## config.mk

```make
export PLATFORM = sky130hd
export DESIGN_NAME = restador_serial
export DESIGN_NICKNAME = d
export VERILOG_FILES = /design/src/rtl/restador_pkg.sv /design/src/rtl/restador_serial_completo.sv /design/src/rtl/restador_serial.sv
export SDC_FILE = /design/constraint.sdc
export NUM_CORES = 1
export LEC_CHECK = 0
export CAP_MARGIN = 10
export CORE_MARGIN = 10
export CORE_UTILIZATION = 50
export DETAILED_ROUTE_END_ITERATION = 7
export PLACE_DENSITY = 0.76
export SLEW_MARGIN = 10
export SYNTH_ARGS = -nofsm -noshare
export SYNTH_HDL_FRONTEND = slang
export SYNTH_SLANG_ARGS = --single-unit
```

## constraint.sdc

```tcl
create_clock -name clk -period 1.5 [get_ports clk]
set_input_delay 0.3 -clock clk [delete_from_list [all_inputs] [get_ports clk]]
set_output_delay 0.3 -clock clk [all_outputs]
set_load 0.005 [all_outputs]
```

## src/rtl/restador_pkg.sv

```systemverilog
// Shared definitions for the bit-serial subtractor.
//
// Contents:
//   state_t  - FSM encoding (IDLE = 1'b0, RESTA = 1'b1)
//   cntWidth - width of the bit counter, ceil(log2 n) + 1, so the
//              counter can hold the value n without wrapping
//
// Optional feature macro used by the files that import this package:
//   RESTADOR_SERIAL_OVF_EN - adds the signed overflow output
package restador_pkg;

    typedef enum logic {
        IDLE  = 1'b0,
        RESTA = 1'b1
    } state_t;

    function automatic int cntWidth(input int n);
        return $clog2(n) + 1;
    endfunction

endpackage

```

## src/rtl/restador_serial_completo.sv

```systemverilog
// restadorCompleto: one combinational full-subtractor cell (a - b - bin).
//
// Ports:
//   a    in  1  minuend bit
//   b    in  1  subtrahend bit
//   bin  in  1  borrow in
//   d    out 1  difference bit
//   bout out 1  borrow out
//
// Macro: none (RESTADOR_SERIAL_OVF_EN only affects the top).
module restadorCompleto
    import restador_pkg::*;
(
    input  logic a,
    input  logic b,
    input  logic bin,
    output logic d,
    output logic bout
);

    logic w_x;

    // A borrow is generated when a=0,b=1, and propagated when a==b.
    assign w_x  = a ^ b;
    assign d    = w_x ^ bin;
    assign bout = (~a & b) | (~w_x & bin);

endmodule

```

## src/rtl/restador_serial.sv

```systemverilog
// restador_serial: bit-serial N-bit subtractor, D = A - B, LSB first,
// one full-subtractor cell and a registered borrow.
//
// Ports:
//   clk   in  1  rising-edge clock
//   rst   in  1  asynchronous active-high reset
//   start in  1  request, sampled only while idle
//   a     in  N  minuend, captured on accepted start
//   b     in  N  subtrahend, captured on accepted start
//   busy  out 1  subtraction in progress
//   done  out 1  one-cycle pulse when d/bout are updated
//   d     out N  (A - B) mod 2^N, held between completions
//   bout  out 1  final borrow (unsigned A < B)
//   ovf   out 1  signed overflow, only with RESTADOR_SERIAL_OVF_EN
//
// Macro: RESTADOR_SERIAL_OVF_EN - adds the ovf port and its register.
module restador_serial
    import restador_pkg::*;
#(
    parameter int N = 4
)
(
    input  logic         clk,
    input  logic         rst,
    input  logic         start,
    input  logic [N-1:0] a,
    input  logic [N-1:0] b,
    output logic         busy,
    output logic         done,
    output logic [N-1:0] d,
    output logic         bout
`ifdef RESTADOR_SERIAL_OVF_EN
    ,
    output logic         ovf
`endif
);

    localparam int            CW   = cntWidth(N);
    localparam logic [CW-1:0] LAST = CW'(N - 1);

    state_t        r_state;
    state_t        w_stateNext;
    logic          w_load;
    logic          w_step;
    logic          w_last;

    logic [N-1:0]  r_opA;
    logic [N-1:0]  r_opB;
    logic [N-1:0]  r_work;
    logic [N-1:0]  r_d;
    logic          r_br;
    logic          r_bout;
    logic          r_done;
    logic [CW-1:0] r_cnt;

    logic          w_diff;
    logic          w_brNext;
    logic [N-1:0]  w_workNext;

`ifdef RESTADOR_SERIAL_OVF_EN
    logic          r_ovf;
`endif

    restadorCompleto uCelda (
        .a    (r_opA[0]),
        .b    (r_opB[0]),
        .bin  (r_br),
        .d    (w_diff),
        .bout (w_brNext)
    );

    // New difference bits enter at the MSB, so after N shifts the
    // first (LSB) result bit has reached position 0.
    assign w_workNext = {w_diff, r_work[N-1:1]};

    // State register.
    always_ff @(posedge clk or posedge rst) begin
        if (rst) begin
            r_state <= IDLE;
        end else begin
            r_state <= w_stateNext;
        end
    end

    // Next state and datapath controls; the last step is the edge on
    // which the counter still reads N-1.
    always_comb begin
        w_stateNext = r_state;
        w_load      = 1'b0;
        w_step      = 1'b0;
        w_last      = 1'b0;
        case (r_state)
            IDLE: begin
                if (start) begin
                    w_load      = 1'b1;
                    w_stateNext = RESTA;
                end
            end
            RESTA: begin
                w_step = 1'b1;
                if (r_cnt == LAST) begin
                    w_last      = 1'b1;
                    w_stateNext = IDLE;
                end
            end
            default: w_stateNext = IDLE;
        endcase
    end

    // Operand shifting, borrow chain and result capture. Results are
    // only written on the final step, so d/bout stay stable otherwise.
    always_ff @(posedge clk or posedge rst) begin
        if (rst) begin
            r_opA  <= '0;
            r_opB  <= '0;
            r_work <= '0;
            r_d    <= '0;
            r_br   <= 1'b0;
            r_bout <= 1'b0;
            r_done <= 1'b0;
            r_cnt  <= '0;
`ifdef RESTADOR_SERIAL_OVF_EN
            r_ovf  <= 1'b0;
`endif
        end else begin
            r_done <= 1'b0;
            if (w_load) begin
                r_opA  <= a;
                r_opB  <= b;
                r_work <= '0;
                r_br   <= 1'b0;
                r_cnt  <= '0;
            end else if (w_step) begin
                r_opA  <= r_opA >> 1;
                r_opB  <= r_opB >> 1;
                r_work <= w_workNext;
                r_br   <= w_brNext;
                r_cnt  <= r_cnt + CW'(1);
                if (w_last) begin
                    r_d    <= w_workNext;
                    r_bout <= w_brNext;
                    r_done <= 1'b1;
`ifdef RESTADOR_SERIAL_OVF_EN
                    // Borrow into the MSB differs from borrow out.
                    r_ovf  <= r_br ^ w_brNext;
`endif
                end
            end
        end
    end

    assign busy = (r_state == RESTA);
    assign done = r_done;
    assign d    = r_d;
    assign bout = r_bout;
`ifdef RESTADOR_SERIAL_OVF_EN
    assign ovf  = r_ovf;
`endif

endmodule

```

Word level (Yosys, flattened, before mapping)

Index checks and enable logic that the tools add are counted.

Register bits after elaboration: 23
Output and inout port bits: 7
Logic and storage cells: 42

Add/sub/neg operators: 1
Eq/ne operators: 1
Multiplexer cells: 20
Bitwise gates (word level): 9
Reductions and logical operators: 2

Operators by type and width:

| operator                                                              | count |
|---|---|
| 4-bit two-way mux                                                     | 6 |
| 1-bit two-way mux                                                     | 11 |
| 3-bit two-way mux                                                     | 2 |
| 1-bit inverter                                                        | 4 |
| 3-bit by 1-bit adder with 3-bit output, second input constant         | 1 |
| 3-bit by 2-bit equality test with 1-bit output, second input constant | 1 |
| 3-bit AND reduction                                                   | 1 |
| 1-bit AND                                                             | 2 |
| 1-bit case mux with 2 select lines                                    | 1 |
| 2-bit nonzero test                                                    | 1 |
| 1-bit bitwise XOR                                                     | 2 |
| 1-bit OR                                                              | 1 |

Longest topological paths before layout

Gate-level depths: netlist of run 1.

Word-level depth: 6
Depth in mapped cells: 4
Depth with buffers taken out: 4

Modules after synthesis

From an unflattened synthesis of run 1, not the netlist that was laid out.

Cells, all modules: 83
Area, all modules: 998.5 um^2

Modules (own cells, without submodules):

| module           | instances | cells each | area each (um^2) |
|---|---|---|---|
| restador_serial  | 1         | 79         | 967.2 |
| restadorCompleto | 1         | 4          | 31.3 |

Worst setup path before layout of run 1

OpenSTA, ideal clock, no wires.

Path kind: reg2reg
Start: reg r_cnt[0]
End: reg r_d[0] (netlist: d[0])
Setup time: 0.125 ns
Arrival time: 1.202 ns
Setup slack: 0.173 ns
Stages on the path, launching flop included: 5
Path buffers: 0
Cell sequence: dfrtp_1 ha_1 ha_1 nand2_2 mux2_2

Word-level cells in the longest chain between the ends: 4

RTL lines:

| element                                        | line                   | RTL |
|---|---|---|
| start: declaration                             | restador_serial.sv:54  | `logic [CW-1:0] r_cnt;` |
| start signal: assignment                       | restador_serial.sv:138 | `r_cnt <= r_cnt + CW'(1);` |
| 3-bit by 2-bit equality test with 1-bit output | restador_serial.sv:101 | `if (r_cnt == LAST) begin` |
| 1-bit two-way mux                              | restador_serial.sv:101 |  |
| 1-bit two-way mux                              | restador_serial.sv:92  | `case (r_state)` |
| 3-bit AND reduction (no source line)           | n/a                    |  |
| end signal: assignment                         | restador_serial.sv:140 | `r_d <= w_workNext;` |
| end: declaration                               | restador_serial.sv:50  | `logic [N-1:0] r_d;` |

No other way between the ends.
A chain may end at the register's enable or synchronous reset.

Final worst setup path of run 1

Start: reg r_done (netlist: done)
End: out done

RTL lines:

| element                  | line                   | RTL |
|---|---|---|
| start: declaration       | restador_serial.sv:53  | `logic r_done;` |
| start signal: assignment | restador_serial.sv:120 | `r_done <= 1'b0;` |
| start signal: assignment | restador_serial.sv:126 | `r_done <= 1'b0;` |
| start signal: assignment | restador_serial.sv:142 | `r_done <= 1'b1;` |
| end: declaration         | restador_serial.sv:29  | `output logic done,` |

No word-level cell between the ends.

==> impl_metrics.toml, run 1 <==
[synth]
synth_top_cells_by_area = "dfrtp_1 55%, mux2i_1 10%, mux2_2 5.6%"
ys_seq_area_share_pct = 54.7
netlist_instances = 82
synth_area_um2 = 1010
synth.distinct_cells = 19
syn_nets = 96
yosys.area.top_type_share_pct = 54.7
synth_area_leader_cell = "dfrtp_1"
syn_avg_cell_area_um2 = 12.3
synth_seq_cells = 22
synth_warnings = 0

[critical_path]
crit_path_start = "done"
crit_path_end_kind = "primary output"
path_depth = 1
critPathRequiredTime_ns = 1.20
crit_fanout = 1
r2r_cells = 5
cp_slowest_cell = "clkdlybuf4s50_1"
cp.arrival_ns = 1.12
crit_family = "buffers and inverters"
cp_slowest_stage_delay_ns = 0.49
cp-start-kind = "register"
critPathKind = "register to primary output"
crit_chain = "clkdlybuf4s50_1"
crit_buf_inv = 1
r2r-start = "busy"

[floorplanning]
num_rows = 16
die_x_um = 64.9
die_h_um = 64.9
core_um2 = 1940
pin_count = 18
die-area_um2 = 4210
start_util_pct = 51.8

[cts]
cts_buffer_depth = 2
cts_made_buffers = 3
cts.sink_count = 22
htree_levels = 1
cts_hold_buf = 0
clk_pin_slew_ns = 0.11
clock_latency_ns = 0.30
cts_tree = "done"
cts_root_buffer = "clkbuf_4"

[finish]
syn2layout_area_growth_pct = 23.3
final_nets = 119
n_antenna_cell = 0
drive_above_1_share_pct = 16.5

[timing]
slew_viol_final = 0
relSlewSlack_pct = 81.6
rsz0062_at_grt = "false"
skew_ns = 0.00453
max_slew.worst_pin.slew_ns = 0.276
finalCriticalPeriod_ns = 1.42
finalCritPeriodShare_pct = 94.3
hold_violations = 0
setup_violations = 0
fmax_mhz = 707
setup_tns_ns = 0

[placed_design]
dp.final_hpwl_um = 1150
gp_congestion = 0.688
portBuffers = 17

[global_routing]
antenna_found_initial = 0
grtUsageTotal_pct = 8.27
grt_max_degree = 23
first_global_vias = 645
overflow = 0
grt_first_pass_wirelength_um = 2790

[detailed_routing]
wl_per_cell_um = 11.8
drtIter0Drc = 10
first_pass_iters = 6
ant_nets = 0
vias = 633
viasPerCell = 4.87
totalWireLength_um = 1530
drc_errors = 0

[status]
status = "finished, final reports clean"

[power_and_ir_drop]
finalPower_uw = 2150
power_density_nw_per_um2 = 1730
ir_worst_vdd_mv = 0.988
leakage_uw = 0.000655

[flow_run]
cap_violations = 0

[hold_path]
hold_class = "input pin to async pin"
## through the flow
| step | utilization (%) | hold slack [ns] | worst slack, ns | instance area (µm²) | instances |
|---|---|---|---|---|---|
| after floorplan | - | 0.289 | 0.173 | 1010 | 82 |
| after global placement | 61.1 | 0.460 | 0.105 | 1190 | 125 |
| after detailed placement | 61.1 | 0.476 | 0.0917 | 1190 | 125 |
| after CTS | 62.7 | 0.319 | 0.0130 | 1220 | 129 |
| after global routing | 63.9 | 0.330 | 0.00486 | 1240 | 130 |
| final | 63.9 | 0.320 | 0.0850 | 1240 | 130 |
## worst paths after layout
kind,end,slack (ns)
worst max-delay path,done,0.08
worst min-delay path,r_cnt[1],0.32
worst max register to register,d[3],0.08
worst min register to register,r_opA[1],0.50
max in group asynchronous,d[3],0.96
min in group clk,r_opA[1],0.50
## per-layer routing
metal	routed length [µm]	up-vias	GRT usage (%)
met5	0	-	0
met4	19	0	5.61
met3	71	2	3.09
met2	698	13	12.3
met1	745	301	9.67
li1	-	317	-
## synthesized netlist by cell type
master	count
a22o_1	1
nand2b_1	4
or2b_1	1
o21ai_0	7
o21ai_1	2
inv_1	7
buf_12	1
mux2_2	5
buf_8	1
dfrtp_1	22
buf_4	1
nand2_2	1
mux2i_1	10
o31ai_2	2
nand2_1	9
fa_1	1
buf_6	2
ha_1	2
nor2_1	3
## worst min-delay path: stages
cell	delay (ns)
clkdlybuf4s50_1	0.39
inv_1	0.05
buf_4	0.27
## cell families (layout without fill, tap and decap cells)
| kind of cell | after synthesis | count (layout) | share of synthesized area (%) |
|---|---|---|---|
| flops | 22 | 22 | 54.7 |
| fa+ha+maj | 3 | 3 | 4.48 |
| mux | 15 | 15 | 15.5 |
| simple gates | 18 | 18 | 8.33 |
| buf+inv | 12 | 33 | 9.08 |
| compound gates | 12 | 12 | 7.84 |
## repair_timing
item                                    CTS  global route
endpoints found under the setup margin    1             6
gates resized for setup                   0             6
buffers inserted                          1             1
hold endpoints to repair                  0             0
## flip-flops by register name, summed over array words and instances, names as in the netlist
register  flops
r_opB         4
d             4
r_work        3
bout          1
r_br          1
done          1
r_opA         4
r_cnt         3
busy          1
## final cells by class
cell class | count | area, µm²
clock buffer | 3 | 22.5
fill | 156 | 702
inverter | 7 | 26.3
multi-input combinational | 48 | 364
sequential | 22 | 551
tap | 27 | 33.8
timing repair buffer | 23 | 243
## report_power, final
group	total (µW)	internal (µW)	switching [µW]	leakage (µW)
sequential	961	844	117	0.000281
combinational	936	528	408	0.000360
clock	253	93.5	159	0.0000138
## layout by cell type, fill, tap and decap left out
cell type / count
clkdlybuf4s50_1: 11
o21ai_0: 7
mux2_2: 5
mux2i_1: 10
o21ai_1: 2
buf_4: 5
o31ai_2: 2
or2b_1: 1
fa_1: 1
dlymetal6s2s_1: 6
ha_1: 2
nand2_2: 1
a22o_1: 1
dfrtp_1: 22
clkbuf_4: 3
nand2_1: 9
buf_12: 1
nor2_1: 3
nand2b_1: 4
inv_1: 7
Power figures use the tool's default switching activity.
==> run 2: changes to the inputs <==
Clock period 1.5 ns to 1.4 ns, I/O delays scaled along.
==> impl_metrics.toml, run 2 (synthesized netlist as in run 1, its figures left out) <==
[status]
status = "finished, final reports clean"

[floorplanning]
num_rows = 16
start_util_pct = 51.8
pin_count = 18
die_h_um = 64.9
die_x_um = 64.9
die-area_um2 = 4210
core_um2 = 1940

[cts]
cts_tree = "done"
cts_made_buffers = 3
cts_hold_buf = 0
clk_pin_slew_ns = 0.11
cts_root_buffer = "clkbuf_4"
cts_buffer_depth = 2
cts.sink_count = 22
htree_levels = 1
clock_latency_ns = 0.30

[global_routing]
grt_first_pass_wirelength_um = 2710
antenna_found_initial = 0
grt_max_degree = 23
overflow = 0
first_global_vias = 651
grtUsageTotal_pct = 7.83

[finish]
final_cell_count_no_fill = 133
drive_above_1_share_pct = 19.8
final_nets = 121
multi_input_area_um2 = 367
syn2layout_area_growth_pct = 22.8
regArea_um2 = 551
mostFrequentLayoutCells = "22 x dfrtp_1, 10 x mux2i_1, 10 x clkdlybuf4s50_1"
n_antenna_cell = 0
nFillCells = 162
final_common_cell = "dfrtp_1"

[timing]
setup_violations = 0
slew_viol_final = 0
rsz0062_at_grt = "false"
setup_tns_ns = 0
max_slew.worst_pin.slew_ns = 0.270
finalCritPeriodShare_pct = 94.3
holdWs_ns = 0.302
fin_ws_ns = 0.0801
relSlewSlack_pct = 82.0
fmax_mhz = 758
finalCriticalPeriod_ns = 1.32
hold_violations = 0
skew_ns = 0.00238

[placed_design]
dp_cells = 127
pre_cts_slack_ns = 0.0113
gp_congestion = 0.690
portBuffers = 17
dp.final_hpwl_um = 1180

[detailed_routing]
totalWireLength_um = 1500
viasPerCell = 4.72
wl_per_cell_um = 11.2
first_pass_iters = 4
drc_errors = 0
vias = 628
ant_nets = 0
drtIter0Drc = 8

[power_and_ir_drop]
ir_worst_vdd_mv = 1.05
power_density_nw_per_um2 = 1900
leakage_uw = 0.000615

[critical_path]
crit_path_end_kind = "register"
cp_slowest_stage_delay_ns = 0.39
crit_chain = "ha_1, ha_2, nand2_2, mux2_2"
cp.arrival_ns = 1.51
crit_family = "flip-flops"
critPathRequiredTime_ns = 1.59
cp_slowest_cell = "dfrtp_1"
cp-start-kind = "register"
crit_buf_inv = 0
crit_fanout = 5
r2r_slack_ns = 0.08
critPathKind = "register to register"

[flow_run]
cap_violations = 0

[hold_path]
hold_class = "input pin to async pin"
[run 2: stage by stage]
step           power [µW]  cell area, µm²  util (%)
2_1_floorplan        1760            1010         -
3_3_place_gp         2040            1190      61.3
3_5_place_dp         2070            1190      61.3
4_1_cts              2370            1220      63.1
5_1_grt              2570            1230      63.6
6_report             2340            1230      63.6
[run 2: report_power, final]
group	leakage, µW	internal [µW]	switching (µW)	total (µW)
Sequential	0.000281	904	124	1030
Clock	0.0000210	158	176	335
Combinational	0.000313	543	438	981
[run 2: worst paths after layout]
path	from	cells past startpoint	to
min	rst	3	r_opA[3]
min reg2reg	r_opA[1]	2	r_opA[0]
max in group asynchronous	rst	3	done
max	r_cnt[0]	4	d[3]
max reg2reg	r_cnt[0]	4	d[3]
min in group clk	r_opA[1]	2	r_opA[0]
[run 2: timing repair]
action	in CTS	in global routing
gates resized for setup	7	1
buffers inserted	1	1
pin swaps	0	1
endpoints found under the setup margin	7	4
[run 2: layout make-up]
| cell class | instances | share of cell area, % |
|---|---|---|
| flip-flops and latches | 22 | 44.6 |
| clock buffers | 4 | 2.94 |
| multi-input cells | 48 | 29.7 |
| inverters | 7 | 2.13 |
| well taps | 27 | 2.74 |
| repair buffers | 25 | 17.9 |
[run 2: metal layers]
metal  part of all wire, %  vias up  track usage, %  wire (µm)
met1                    50      293            10.1        752
met2                    45       15            11.5        675
met4                  0.67        0            4.01         10
met5                     0        -               0          0
met3                   3.8        2            2.41         57
li1                      -      318               -          -
[run 2: tightest hold or removal path: cells and delay by family]
kind | cells | cell delay, ns
buf+inv | 3 | 0.72
==> run 3: changes to the inputs <==
Settings changed: CORE_UTILIZATION 50 to 40, MAX_ROUTING_LAYER set to met4, PLACE_DENSITY 0.76 to unset, SLEW_MARGIN 10 to unset.
==> impl_metrics.toml, run 3 (synthesized netlist as in run 1, its figures left out) <==
[finish]
drive_above_1_share_pct = 19.0
nFillCells = 236
regArea_um2 = 551
multi_input_area_um2 = 372
syn2layout_area_growth_pct = 22.9
final_nets = 120
mostFrequentLayoutCells = "22 x dfrtp_1, 10 x mux2i_1, 10 x clkdlybuf4s50_1"
n_antenna_cell = 0
final_common_cell = "dfrtp_1"
final_cell_count_no_fill = 135

[detailed_routing]
viasPerCell = 4.67
first_pass_iters = 4
vias = 631
drc_errors = 0
drtIter0Drc = 6
totalWireLength_um = 1640
wl_per_cell_um = 12.2
ant_nets = 0

[critical_path]
cp_slowest_cell = "dfrtp_1"
crit_chain = "ha_1, ha_2, nand2_4, mux2_2"
critPathKind = "register to register"
cp_slowest_stage_delay_ns = 0.40
cp-start-kind = "register"
crit_path_end_kind = "register"
cp.arrival_ns = 1.53
path_depth = 4
crit_fanout = 5
r2r_cells = 4
critPathRequiredTime_ns = 1.61
crit_family = "flip-flops"
crit_buf_inv = 0

[global_routing]
gr-usage-met1_pct = 9.06
use_met2_pct = 10.1
grt-busiest-layer = "met2"
antenna_found_initial = 0
grt_max_degree = 23
grtUsageMet3_pct = 2.26
grtUsageTotal_pct = 7.51
grt_first_pass_wirelength_um = 2930
first_global_vias = 640
overflow = 0

[status]
status = "finished, final reports clean"

[cts]
cts_tree = "done"
cts_hold_buf = 0
htree_levels = 1
cts_buffer_depth = 2
cts_made_buffers = 3
clock_latency_ns = 0.31
cts.sink_count = 22
clk_pin_slew_ns = 0.12
cts_root_buffer = "clkbuf_4"

[timing]
setup_tns_ns = 0
max_slew.worst_pin.slew_ns = 0.274
relSlewSlack_pct = 81.8
slew_viol_final = 0
rsz0062_at_grt = "false"
setup_violations = 0
holdWs_ns = 0.280
skew_ns = 0.00229
finalCritPeriodShare_pct = 94.3
hold_violations = 0
fmax_mhz = 757
finalCriticalPeriod_ns = 1.32

[placed_design]
dp_cells = 130
gp_congestion = 0.680
portBuffers = 17
dp.final_hpwl_um = 1230

[power_and_ir_drop]
p_switching_uw = 773
p_seq_share_pct = 43.7
finalPower_uw = 2370
pwr-share-comb_pct = 41.3
p_int_uw = 1590
clock_power_share_pct = 15.0
swShare_pct = 32.7
leakage_uw = 0.000614
power_density_nw_per_um2 = 1910
ir_worst_vdd_mv = 0.942

[floorplanning]
core_um2 = 2430
pin_count = 18
start_util_pct = 41.4
die_h_um = 70.2
num_rows = 18
die-area_um2 = 4920
die_x_um = 70.2

[hold_path]
hold_class = "input pin to async pin"

[flow_run]
cap_violations = 0
==> run 3: cell types whose count changed in the layout (fill, tap and decap cells not counted), sizes merged <==
cell  delta
buf      -1
==> run 3: routing by layer <==
metal / vias up / wire length (µm)
li1: 316 / -
met1: 295 / 836
met2: 16 / 681
met3: 4 / 85
met4: 0 / 38
met5: - / 0
==> run 3: power groups by stage <==
stage | logic, µW | registers [µW] | clock network [µW]
floorplan | 719 | 1040 | 0
global placement | 1010 | 1050 | 0
detailed placement | 1020 | 1060 | 0
CTS | 988 | 1040 | 370
global route | 1110 | 1070 | 400
finish | 977 | 1030 | 356
==> run 3: timing repair <==
item / 4_1_cts / 5_1_grt
endpoints found under the setup margin: 8 / 4
pin swaps: 0 / 1
setup buffers: 1 / 0
resized for setup: 7 / 2
==> run 3: worst reg2reg max path, stage by stage (launching register included) <==
cell and delay [ns]:
dfrtp_1 0.40, ha_1 0.21, ha_2 0.19, nand2_4 0.08, mux2_2 0.33
==> run 3: per-stage QoR <==
step / instance area (µm²) / utilization, % / worst slack (ns)
after detailed placement: 1190 / 49.1 / 0.0202
final: 1240 / 50.8 / 0.0791
after CTS: 1230 / 50.5 / 0.00662
after floorplan: 1010 / - / 0.0733
after global placement: 1190 / 49.1 / 0.0372
after global routing: 1240 / 50.8 / 0.0295
==> run 3: layout make-up <==
class / count / area share, %
Tap cell: 30 / 3.04
Multi-Input combinational cell: 48 / 30.1
Inverter: 7 / 2.13
Sequential cell: 22 / 44.5
Clock buffer: 4 / 2.94
Timing Repair Buffer: 24 / 17.3
==> run 3: worst paths after layout <==
check | start | slack, ns | endpoint
max | r_cnt[0] | 0.08 | d[0]
max reg2reg | r_cnt[0] | 0.08 | d[0]
min reg2reg | r_opA[2] | 0.50 | r_opA[1]
min | rst | 0.28 | r_opA[2]
min in group clk | r_opA[2] | 0.50 | r_opA[1]
max in group asynchronous | rst | 0.91 | d[1]
==> variant 1 (flow settings as in run 1) <==
`N`: 4 -> 8.
--- a/src/rtl/restador_serial.sv
+++ b/src/rtl/restador_serial.sv
@@ -17,7 +17,7 @@
 module restador_serial
     import restador_pkg::*;
 #(
-    parameter int N = 4
+    parameter int N = 8
 )
 (
     input  logic         clk,
Ports: changed (resized a, b and d); port bits go from 18 to 30. No check against the original RTL was run, so the function may have changed too.
==> variant 1 against run 1 <==
Clock power up 110%. Total power up 70%. Cell area up 74%. Routed wire length up 100%. Maximum frequency up 0.20%. Sequential cell count up 17. Synthesized area up 67%. Setup slack better by 0.0028 ns. Critical path type is now flop to flop.
==> variant 1: results (changes against run 1) <==
[run_status]
status = complete, no violations  ; unchanged

[synth]
synth_fa_ha_area_frac = 0.0194  ; was 0.0448
syn_inst = 143  ; was 82
mappedNetlistNets = 164  ; was 96
synth_cell_type_count = 20  ; was 19
synth_area_leaders = dfrtp_1 (58%), mux2i_1 (9.5%), o21ai_0 (6.9%)  ; was dfrtp_1 (55%), mux2i_1 (10%), mux2_2 (5.6%)
ys_top_cells_by_count = dfrtp_1 (39), o21ai_0 (23), nand2_1 (22)  ; was dfrtp_1 (22), mux2i_1 (10), nand2_1 (9)
synth-compound-area-share = 0.0887  ; was 0.0784
seq_area_frac_synth = 0.582  ; was 0.547

[route]
met3_length_um = 256  ; was 71 µm
totalWireLength_um = 3140  ; was 1530 µm
wl_met2_um = 1390  ; was 698 µm
drt-initial-drc-count = 79  ; was 10
firstDrtPassIters = 4  ; was 6

[cells_and_area]
num-nets-final = 205  ; was 119
instances_no_fill = 229  ; was 130
drive_gt1_frac = 0.162  ; was 0.165

[worst_setup_path]
cpMaxStageDelayCell = dfrtp_1  ; was clkdlybuf4s50_1
slowest_delay_ns = 0.43  ; was 0.49 ns
r2r_cells = 4  ; was 5
crit_family = flip-flops  ; was buffers and inverters
r2r-start = r_cnt[0]  ; was busy
worstPathMaxFanout = 11  ; was 1
crit-reg2reg-capture = d[6]  ; was d[3]
crit_arrival_ns = 1.67  ; was 1.12 ns

[grt]
met3_usage = 0.0588  ; was 0.0309
grt_max_degree = 40  ; was 23
grtUsageTotal = 0.112  ; was 0.0827
grt_overflow_total = 0  ; unchanged
use_met1 = 0.145  ; was 0.0967

[place]
numPortBuffers = 29  ; was 17
gp_congestion = 0.724  ; was 0.688
hpwl_um = 2300  ; was 1150 µm
dpl_cell_area_um2 = 2070  ; was 1190 µm²
post-place-ws_ns = 0.0155  ; was 0.0917 ns

[power_and_ir_drop]
leakagePower_nw = 1.06  ; was 0.655 nW
swShare = 0.327  ; was 0.318
peakVddDrop_mv = 1.21  ; was 0.988 mV

[timing]
tightest_slew_ns = 0.222  ; was 0.276 ns
fin_skew_ns = 0.0139  ; was 0.00453 ns

[clocking]
htreeDepth = 2  ; was 1

-- variant 1: cell types whose count changed after synthesis, moves of 5 or more --
cell	change
buf_2	+5
nand2_1	+13
dfrtp_1	+17
mux2i_1	+6
mux2_4	+7
o21ai_0	+16
-- variant 1: logic make-up (layout without fill, tap and decap cells) --
logic type,after synthesis,in the layout
XOR/XNOR,1,1
flip-flops,39,39
AO/OA/AOI/OAI,27,27
AND/OR/NAND/NOR,36,36
buffers and inverters,13,55
adder cells (fa/ha/maj),2,2
multiplexers,25,25
-- variant 1: repair_timing --
action,CTS,global route
endpoints found under the setup margin,11,0
setup buffers,7,0
hold buffers,0,0
resized for setup,11,0
-- variant 1: tightest hold or removal path: stages --
cell and delay, ns:
clkdlybuf4s50_1 0.40, inv_1 0.09, buf_12 0.22
-- variant 1: final cells by class --
| type | count | area (µm²) |
|---|---|---|
| Clock buffer | 6 | 41.3 |
| Clock inverter | 2 | 12.5 |
| Fill cell | 246 | 970 |
| Inverter | 4 | 15.0 |
| Multi-Input combinational cell | 91 | 639 |
| Sequential cell | 39 | 976 |
| Tap cell | 44 | 55.1 |
| Timing Repair Buffer | 43 | 419 |
-- variant 1: worst max path at each step --
stage	startpoint	slack [ns]	cells after the start	to
3_5_place_dp	start	0.02	4	r_opA[5]
4_1_cts	r_cnt[0]	0.09	4	d[6]
5_1_grt	r_cnt[0]	0.05	4	d[6]
3_3_place_gp	start	0.06	4	r_cnt[0]
2_1_floorplan	r_cnt[0]	0.17	4	d[0]
6_report	r_cnt[0]	0.09	4	d[6]
-- variant 1: power by group through the flow --
stage	combinational, mW	sequential [mW]	clock (mW)
after floorplan	0.859	1.72	0
after global placement	1.32	1.75	0
after detailed placement	1.38	1.77	0
after CTS	1.41	1.73	0.542
after global routing	1.59	1.80	0.583
final	1.39	1.74	0.520
==> variant 2 (flow settings as in run 1) <==
Without the edit above. Make the reset (`rst`) synchronous in 2 clocked blocks. Comments in the files are not updated.
--- a/src/rtl/restador_serial.sv
+++ b/src/rtl/restador_serial.sv
@@ -74,7 +74,7 @@
     assign w_workNext = {w_diff, r_work[N-1:1]};
 
     // State register.
-    always_ff @(posedge clk or posedge rst) begin
+    always_ff @(posedge clk) begin
         if (rst) begin
             r_state <= IDLE;
         end else begin
@@ -109,7 +109,7 @@
 
     // Operand shifting, borrow chain and result capture. Results are
     // only written on the final step, so d/bout stay stable otherwise.
-    always_ff @(posedge clk or posedge rst) begin
+    always_ff @(posedge clk) begin
         if (rst) begin
             r_opA  <= '0;
             r_opB  <= '0;
Formal check against the unedited RTL: differs if rst is asserted again (counterexample within 4 cycles, from zero or initial values and one cycle with rst high); with rst held inactive, the same outputs for 10 cycles.
==> variant 2 against run 1 <==
Routed wire length rose by 22%. Synthesized area fell by 3.6%. Sequential share of layout area fell by 8.2 points. Setup slack got worse by 0.040 ns. Utilization rose by 5.3 points. Cell area fell by 0.50%. Sequential cell count did not move. Critical path depth did not move. Largest cell class is now multi-input combinational cells. Highest routed layer unchanged.
Power is not compared: it rests on default switching activity, and its combinational part moved more than twofold at a synthesized area within 25%.
==> variant 2: results (changes against run 1) <==
[route]
vias = 739  ; was 633
firstDrtPassIters = 3  ; was 6
via_per_inst = 5.20  ; was 4.87
routedWlPerCell_um = 13.2  ; was 11.8 µm

[grt]
grt_pass1_wl_um = 3310  ; was 2790 µm
use_met1 = 0.0969  ; was 0.0967
grtUsageTotal = 0.0998  ; was 0.0827
met3_usage = 0.0453  ; was 0.0309

[run_status]
status = complete, no violations  ; unchanged

[synth]
synth_cell_type_count = 22  ; was 19
ys_async_sr_fraction = 0  ; was 1.00
synth-compound-area-share = 0.170  ; was 0.0784
synth_area_leaders = dfxtp_1 (45%), mux2i_1 (8.3%), or3b_1 (6.3%)  ; was dfrtp_1 (55%), mux2i_1 (10%), mux2_2 (5.6%)
avgSynthCellArea_um2 = 10.0  ; was 12.3 µm²
synth_mux_area_frac = 0.0826  ; was 0.155
ys_top_cells_by_count = dfxtp_1 (22), a21oi_1 (11), mux2i_1 (8)  ; was dfrtp_1 (22), mux2i_1 (10), nand2_1 (9)
mappedNetlistNets = 111  ; was 96

[place]
hpwl_um = 1390  ; was 1150 µm
dpl_cell_area_um2 = 1180  ; was 1190 µm²
dp_cells = 137  ; was 125
gp_congestion = 0.700  ; was 0.688

[worst_setup_path]
r2r-start = r_cnt[0]  ; was busy
critPathCapture = bout  ; was done
worstPathMaxFanout = 2  ; was 1
crit-reg2reg-capture = d[1]  ; was d[3]
rrSetupSlack_ns = 0.16  ; was 0.08 ns

[cells_and_area]
num-nets-final = 132  ; was 119
fill_cells = 147  ; was 156

[hold_path]
worst_hold_path_type = flop to flop  ; was input port to asynchronous set/reset pin

-- variant 2: logic make-up after synthesis --
group                      after synthesis
adders and majority gates                3
and+or+nand+nor                         29
muxes                                    8
buffers and inverters                   11
DFF                                     22
AOI/OAI and AO/OA                       24
-- variant 2: where the power goes --
group | internal [mW] | leakage (nW) | switching, mW | total, mW
combinational | 0.0824 | 0.257 | 0.0675 | 0.150
clock | 0.148 | 0.0210 | 0.171 | 0.319
sequential | 0.609 | 0.182 | 0.0134 | 0.623
total | 0.840 | 0.460 | 0.252 | 1.09
-- variant 2: cell type report --
| type | count | area share |
|---|---|---|
| Multi-Input combinational cell | 64 | 0.376 |
| Tap cell | 25 | 0.0254 |
| Clock buffer | 4 | 0.0294 |
| Inverter | 4 | 0.0122 |
| Sequential cell | 22 | 0.362 |
| Timing Repair Buffer | 23 | 0.195 |
-- variant 2: stage by stage --
step,setup slack (ns),power [mW]
2_1_floorplan,0.276,0.725
3_3_place_gp,0.0385,0.780
3_5_place_dp,-0.0488,0.784
4_1_cts,0.00792,1.10
5_1_grt,0.000672,1.15
6_report,0.0453,1.09
-- variant 2: per-layer routing --
layer | routed length, µm | up-vias
li1 | - | 383
met1 | 803 | 338
met2 | 932 | 13
met3 | 104 | 5
met4 | 31 | 0
met5 | 0 | -
-- variant 2: what timing repair did --
item                                    4_1_cts  5_1_grt
endpoints found under the setup margin        1        5
resized for setup                             1        4
pin swaps                                     0        0
buffers inserted                              0        1
cloned                                        0        0
hold buffers                                  0        0
-- variant 2: worst min-delay path by stage --
stage	from	to	slack (ns)
final	r_work[1]	d[0]	0.47
after global routing	r_work[1]	d[0]	0.49
after CTS	r_work[1]	d[0]	0.48
after detailed placement	r_work[1]	d[0]	0.46
after global placement	r_work[2]	r_work[1]	0.45
after floorplan	rst	bout	0.37
